File: config.mk
export PLATFORM = sky130hd
export DESIGN_NAME = sr_latch_ctrl
export DESIGN_NICKNAME = d
export VERILOG_FILES = /design/src/rtl/sr_latch_ctrl.sv
export SDC_FILE = /design/constraint.sdc
export NUM_CORES = 1
export LEC_CHECK = 0
export ABC_AREA = 1
export BUFFER_PORTS_ARGS = -buffer_cell sky130_fd_sc_hd__clkbuf_2
export CORE_MARGIN = 2
export CORE_UTILIZATION = 30
export CTS_CLUSTER_DIAMETER = 60
export DETAILED_ROUTE_END_ITERATION = 12
export GPL_TIMING_DRIVEN = 0
export PLACE_DENSITY_LB_ADDON = 0.2
export SETUP_SLACK_MARGIN = 0.3
export SYNTH_ARGS = -nofsm -noshare
export SYNTH_HDL_FRONTEND = slang
export SYNTH_SLANG_ARGS = --single-unit
File: constraint.sdc
create_clock -name clk -period 3.15 [get_ports clk]
set_input_delay 0.4725 -clock clk [delete_from_list [all_inputs] [get_ports clk]]
set_output_delay 0.4725 -clock clk [all_outputs]
set_load 0.02 [all_outputs]
File: src/rtl/sr_latch_ctrl.sv
// Round-robin sequencer that drives the S/R inputs of one SR latch with fixed-width pulses.
// Optional readback check of the latch Q output is enabled by defining SR_READBACK_CHECK_EN.
module sr_latch_ctrl #(
  parameter int unsigned N_REQ   = 4,
  parameter int unsigned PULSE_W = 2,
  parameter int unsigned GAP_W   = 1,
  localparam int unsigned IDW    = $clog2(N_REQ)
) (
  input  logic             clk,
  input  logic             rst_n,
  input  logic [N_REQ-1:0] req,
  input  logic [N_REQ-1:0] op,
  output logic [N_REQ-1:0] ack,
  output logic             latch_s,
  output logic             latch_r,
  output logic             busy,
  output logic [IDW-1:0]   grant_id,
  output logic             q_shadow
`ifdef SR_READBACK_CHECK_EN
  ,
  input  logic             latch_q,
  output logic             err
`endif
);

  localparam int unsigned CNT_MAX = (PULSE_W > GAP_W) ? PULSE_W : GAP_W;
  localparam int unsigned CNT_W   = $clog2(CNT_MAX + 1);
  localparam logic [N_REQ-1:0] ACK_ONE = N_REQ'(1);

  typedef enum logic [1:0] {
    ST_IDLE    = 2'd0,
    ST_PULSE   = 2'd1,
    ST_RECOVER = 2'd2
  } state_t;

  state_t           state;
  logic [IDW-1:0]   rr_ptr;
  logic [CNT_W-1:0] cnt;
  logic             op_q;

  logic             found_c;
  logic [IDW-1:0]   winner_c;
  logic [IDW-1:0]   idx_c;

  // First requester at or after rr_ptr, wrapping modulo N_REQ.
  always_comb begin
    found_c  = 1'b0;
    winner_c = '0;
    idx_c    = '0;
    for (int i = 0; i < int'(N_REQ); i++) begin
      idx_c = IDW'((int'(rr_ptr) + i) % int'(N_REQ));
      if (!found_c && req[idx_c]) begin
        found_c  = 1'b1;
        winner_c = idx_c;
      end
    end
  end

  // Sequencer: S and R are only ever loaded from op_q and its complement, or both cleared.
  always_ff @(posedge clk or negedge rst_n) begin
    if (!rst_n) begin
      state    <= ST_IDLE;
      rr_ptr   <= '0;
      cnt      <= '0;
      op_q     <= 1'b0;
      ack      <= '0;
      latch_s  <= 1'b0;
      latch_r  <= 1'b0;
      busy     <= 1'b0;
      grant_id <= '0;
      q_shadow <= 1'b0;
    end else begin
      case (state)
        ST_IDLE: begin
          ack <= '0;
          if (found_c) begin
            state    <= ST_PULSE;
            cnt      <= '0;
            grant_id <= winner_c;
            op_q     <= op[winner_c];
            latch_s  <= op[winner_c];
            latch_r  <= ~op[winner_c];
            busy     <= 1'b1;
            rr_ptr   <= IDW'((int'(winner_c) + 1) % int'(N_REQ));
          end
        end
        ST_PULSE: begin
          if (cnt == CNT_W'(PULSE_W - 1)) begin
            state    <= ST_RECOVER;
            cnt      <= '0;
            latch_s  <= 1'b0;
            latch_r  <= 1'b0;
            q_shadow <= op_q;
            ack      <= (GAP_W == 1) ? (ACK_ONE << grant_id) : '0;
          end else begin
            cnt <= cnt + CNT_W'(1);
          end
        end
        ST_RECOVER: begin
          if (cnt == CNT_W'(GAP_W - 1)) begin
            state <= ST_IDLE;
            cnt   <= '0;
            busy  <= 1'b0;
            ack   <= '0;
          end else begin
            cnt <= cnt + CNT_W'(1);
            // Ack lands in the final recovery cycle.
            ack <= (GAP_W > 1 && cnt == CNT_W'(GAP_W - 2)) ? (ACK_ONE << grant_id) : '0;
          end
        end
        default: begin
          state   <= ST_IDLE;
          latch_s <= 1'b0;
          latch_r <= 1'b0;
          busy    <= 1'b0;
          ack     <= '0;
        end
      endcase
    end
  end

`ifdef SR_READBACK_CHECK_EN
  // Sticky compare of latch Q against the shadow in the first recovery cycle.
  always_ff @(posedge clk or negedge rst_n) begin
    if (!rst_n) begin
      err <= 1'b0;
    end else if (state == ST_RECOVER && cnt == '0 && latch_q != q_shadow) begin
      err <= 1'b1;
    end
  end
`endif

  a_no_invalid_sr: assert property (@(posedge clk) disable iff (!rst_n) !(latch_s && latch_r));

endmodule

; Word-level counts from Yosys, hierarchy flattened
; Cells that the tools add are included.
[totals]
mem_count = 0
mem_bits_rw = 0
register_bits = 17
latch_bits = 0
output_inout_bits = 10
elab_cells = 81
rom_bits = 0
inputBits = 10
[op_classes]
div = 0
muxes = 36
addsub = 5
n_lt_le_gt_ge = 5
n_reduce_logical = 15
multipliers = 0
n_eq_ne = 6
shift = 1
n_bitwise = 3
[op_table]
columns = operator, count
row1 = 2-bit two-way mux, 10
row2 = "2-bit by 3-bit < comparator with 1-bit output, second input constant", 5
row3 = 1-bit two-way mux, 14
row4 = 2-bit one-hot mux with 3 select lines, 2
row5 = 1-bit binary-select mux with 2-bit select, 5
row6 = 1-bit one-hot mux with 3 select lines, 3
row7 = 3-bit AND reduction, 3
row8 = 4-bit two-way mux, 2
row9 = "2-bit by 1-bit adder with 2-bit output, second input constant", 3
row10 = "2-bit != test, second input constant", 3
row11 = 2-bit AND reduction, 3
row12 = "2-bit adder, second input constant", 2
row13 = "2-bit by 1-bit == test with 1-bit output, second input constant", 2
row14 = 2-bit logical NOT, 2
row15 = "1-bit by 2-bit left shift with 4-bit output, first input constant", 1
row16 = 1-bit logical AND, 3
row17 = 1-bit logical NOT, 3
row18 = 1-bit NOT, 3
row19 = 3-bit nonzero test, 1
row20 = "2-bit == test, second input constant", 1

; Longest topological paths before layout
[logic_depth]
depth_word = 17
mapped_depth = 15
mapped_depth_nobuf = 14

; Least setup slack after synthesis
; OpenSTA, ideal clock, no wires.
[synth_timing]
kind = flip-flop to flip-flop
from = register rr_ptr[0]
to = register rr_ptr[1]
stages_incl_launch_ff = 14
t_required_ns = 3.027
period_less_slack_ns = 1.571
path_slack_ns = 1.579
t_arrival_ns = 1.449
cell_sequence = dfrtp_1 buf_6 inv_8 nand2_1 nand3_1 nand2_2 nor2_8 nand3_4 nand2_4 inv_4 nand2_1 o21ai_1 nor2_1 a21oi_1
[synth_via]
elab_chain_cells = 13
elab_cells_between_ends = 27
cone_classes = 4 x add/sub / 16 x mux / 7 x reduce/logical
[synth_rtl]
columns = element, line_no
row1 = from (decl), 37  ; logic [IDW-1:0] rr_ptr;
row2 = from (signal assigned), 84  ; rr_ptr <= IDW'((int'(winner_c) + 1) % int'(N_REQ));
row3 = "parallel branches: the longest is 13 deep, another holds 2-bit by 1-bit adder with 2-bit output", -
; Several ways; the timed one is not identified. The select of a mux whose other input is x is not followed.
; A chain may end at the register's enable or synchronous reset.

; Final worst setup path
[layout_timing]
from = register rr_ptr[0]
to = register op_q
[layout_via]
elab_chain_cells = 14
elab_cells_between_ends = 28
cone_classes = 3 x add/sub / 18 x mux / 7 x reduce/logical
[layout_rtl]
columns = element, line_no
row1 = "parallel branches: the longest is 14 deep, another holds 2-bit by 1-bit adder with 2-bit output", -
row2 = to (signal assigned), 80  ; op_q <= op[winner_c];
row3 = to (decl), 39  ; logic op_q;
; Several ways; the timed one is not identified. The select of a mux whose other input is x is not followed.

==> key figures <==
CTS
  – CTS Buf Count: 3
  – CTS tree: done
  – Clock slew seen by the registers of the worst setup and hold paths: 70 ps
  – CTS Buffer Depth: 2
  – Post-CTS Resized: 0
  – Worst-Skew Late Latency: 250 ps
  – H-tree depth: 1
  – Cts hold-fix bufs: 0
  – Setup Fix Bufs, Post-CTS: 0
  – CTS root buffer: clkbuf_8
  – CTS sink cnt: 17

Logic synthesis
  – Post-Synth Adder-Cell Area: 6.33%
  – Area contributors post-synth: dfrtp_1 (36%), nand2_1 (18%), ha_1 (6.3%)
  – EDFF count, synth: 0
  – Mapped Cells: 160
  – Synth top cells by count: nand2_1 (56), inv_1 (20), dfrtp_1 (17)
  – Sequential element share of the synthesized area: 35.9%
  – Main combinational cell family by area after synthesis: simple AND/OR/NAND/NOR gates
  – Mapped Area: 1190 sq um
  – Register bit total from synthesis: 17
  – XOR/XNOR Fraction of Synth Area: 0%
  – Ys flop type: dfrtp_1
  – Mux cell area share after synthesis: 0.949%
  – Synth Area in Compound Gates: 9.28%
  – Most common cell in the netlist: nand2_1
  – Synthesized net count: 176
  – Asr flop ratio synth: 100%
  – Post-synth top area share: 35.9%
  – Post-Synth Simple-Gate Area: 37.2%
  – Distinct cell type count of the synthesized netlist: 27
  – Yosys Warn Count: 0
  – Avg Cell Area, Syn: 7.41 sq um
  – Cell taking the most area after synthesis: dfrtp_1

Drt
  – Avg WL per Cell: 11.0 microns
  – Routed Antenna Nets: 0
  – Routed WL: 2530 microns
  – Pre-Repair DR Iteration Count: 4
  – Routed vias/inst: 4.63
  – Routed via count: 1070
  – Drc violations: 0
  – DRT iter0 DRCs: 75

Place
  – GPL Wtd Cong: 0.862
  – Port-buffer cells: 19
  – Post-DP HPWL: 2030 microns

Critical path
  – Crit path arrival time: 1920 ps
  – WS Path Type: reg2reg
  – R2R depth: 13
  – CP required: 3290 ps
  – Crit path capture type: register
  – Critical path peak fanout: 10
  – RR Startpoint: rr_ptr[0]$_DFFE_PN0P_
  – Worst setup path start: rr_ptr[0]$_DFFE_PN0P_
  – Critical Path Start Type: register

Die
  – Core area: 3740 sq um
  – Die height: 66.9 microns
  – FP Rows: 22
  – Chip width: 66.9 microns
  – Ports: 20
  – Die area: 4470 sq um
  – Initial Util: 31.7%

Layout
  – Layout area overhead: 17.0%
  – Multi-input combinational cell area: 638 sq um
  – Area occupied by registers: 425 sq um
  – Fillers: 408
  – Layout cell share with drive strength beyond 1: 25.7%
  – Antenna Cells: 0
  – Layout Nets: 200

Timing
  – Clock skew: 1.41 ps
  – TNS Setup: 0 ps
  – Worst-margin pin slew: 434 ps
  – Fin crit share: 56.5%
  – Final setup viols: 0
  – Fmax: 0.562 GHz
  – Post-layout minimum cycle time: 1780 ps
  – Unrepaired setup endpoints after global routing: no
  – Slew Limit Headroom: 71.1%
  – Slew Viols, Final: 0
  – Fin. Hold Viols: 0

GRT
  – Global Route Usage Sum: 13.8%
  – Number of global-route vias before repair: 1085
  – Largest net degree at the start of global routing: 18
  – GRT overflow: 0
  – Initial antenna violation count: 0
  – First-pass GRT wire length: 4720 microns

Worst hold path
  – Hold crit path type: in2async

Power and ir drop
  – VDD IR max: 0.468 mV
  – Leakage: 0.774 nW
  – Pwr dens: 1150 nW/um^2
  – Design Power: 0.00160 W

Run status
  – Status: complete, no violations

Flow run
  – Max_cap viols: 0
[worst max-delay path: stages (launching register included)]
cell and delay [ps]:
dfrtp_1 380, buf_6 150, inv_8 80, nand2_1 70, nand3_1 110, nand2_2 120, nor2_8 160, nand3_4 100
nand3_1 120, nand2_1 60, nand3_1 80, nand2_1 100, nand2_1 70, nand2_1 60
[routing by layer]
layer	vias up	GRT usage (%)	routed length, microns
met5	-	0	0
met4	0	2.81	0
met3	0	3.55	112
met2	25	22.1	1170
met1	491	18.6	1250
li1	554	-	-
[layout make-up]
cell class	instances	area share [%]
multi-input combinational	115	46.0
sequential	17	30.7
inverter	27	8.03
timing repair buffer	19	6.85
tap	48	4.33
clock buffer	3	2.98
buffer	1	0.812
clock inverter	1	0.361
[cells by family after synthesis]
kind of cell,Yosys count
AO/OA/AOI/OAI,18
adder cells (fa/ha/maj),6
buffers and inverters,28
flip-flops,17
multiplexers,1
AND/OR/NAND/NOR,90
[final timing paths]
check / to / slack [ps]
max: op_q$_DFFE_PN0P_ / 1370
min: latch_r$_DFFE_PN0P_ / 150
max reg2reg: op_q$_DFFE_PN0P_ / 1370
min reg2reg: latch_s$_DFFE_PN0P_ / 490
max in group asynchronous: ack[2]$_DFFE_PN0P_ / 2700
min in group clk: latch_s$_DFFE_PN0P_ / 490
[layout by cell type (no fill, tap or decap), drive strengths merged, types with 2 or more instances in the layout]
| master | instances |
|---|---|
| nor2 | 7 |
| ha | 6 |
| dfrtp | 17 |
| a21oi | 2 |
| clkbuf | 22 |
| nand2 | 65 |
| inv | 27 |
| nand4 | 3 |
| o21ai | 8 |
| o31ai | 4 |
| nand3 | 15 |
[registers in the layout (all words and copies together), names as in the netlist]
| name | cells |
|---|---|
| latch_r | 1 |
| cnt | 2 |
| ack | 4 |
| rr_ptr | 2 |
| q_shadow | 1 |
| busy | 1 |
| op_q | 1 |
| latch_s | 1 |
| grant_id | 2 |
| state | 2 |
[report_power, final]
| group | leakage [nW] | internal, W | switching, W |
|---|---|---|---|
| Sequential | 0.217 | 0.000305 | 0.0000641 |
| Combinational | 0.532 | 0.000359 | 0.000709 |
| Clock | 0.0255 | 0.0000878 | 0.0000760 |
| Total | 0.774 | 0.000751 | 0.000849 |
[stage by stage]
step	worst slack [ps]	std cells	area [sq um]	utilization, %	hold WS [ps]
global placement	1370	227	1340	35.8	426
finish	1370	231	1390	37.1	146
detailed placement	1340	227	1340	35.8	443
global route	1150	231	1390	37.1	182
floorplan	1580	160	1190	-	177
CTS	1380	231	1390	37.1	169
(Power assumes the default switching activity.)
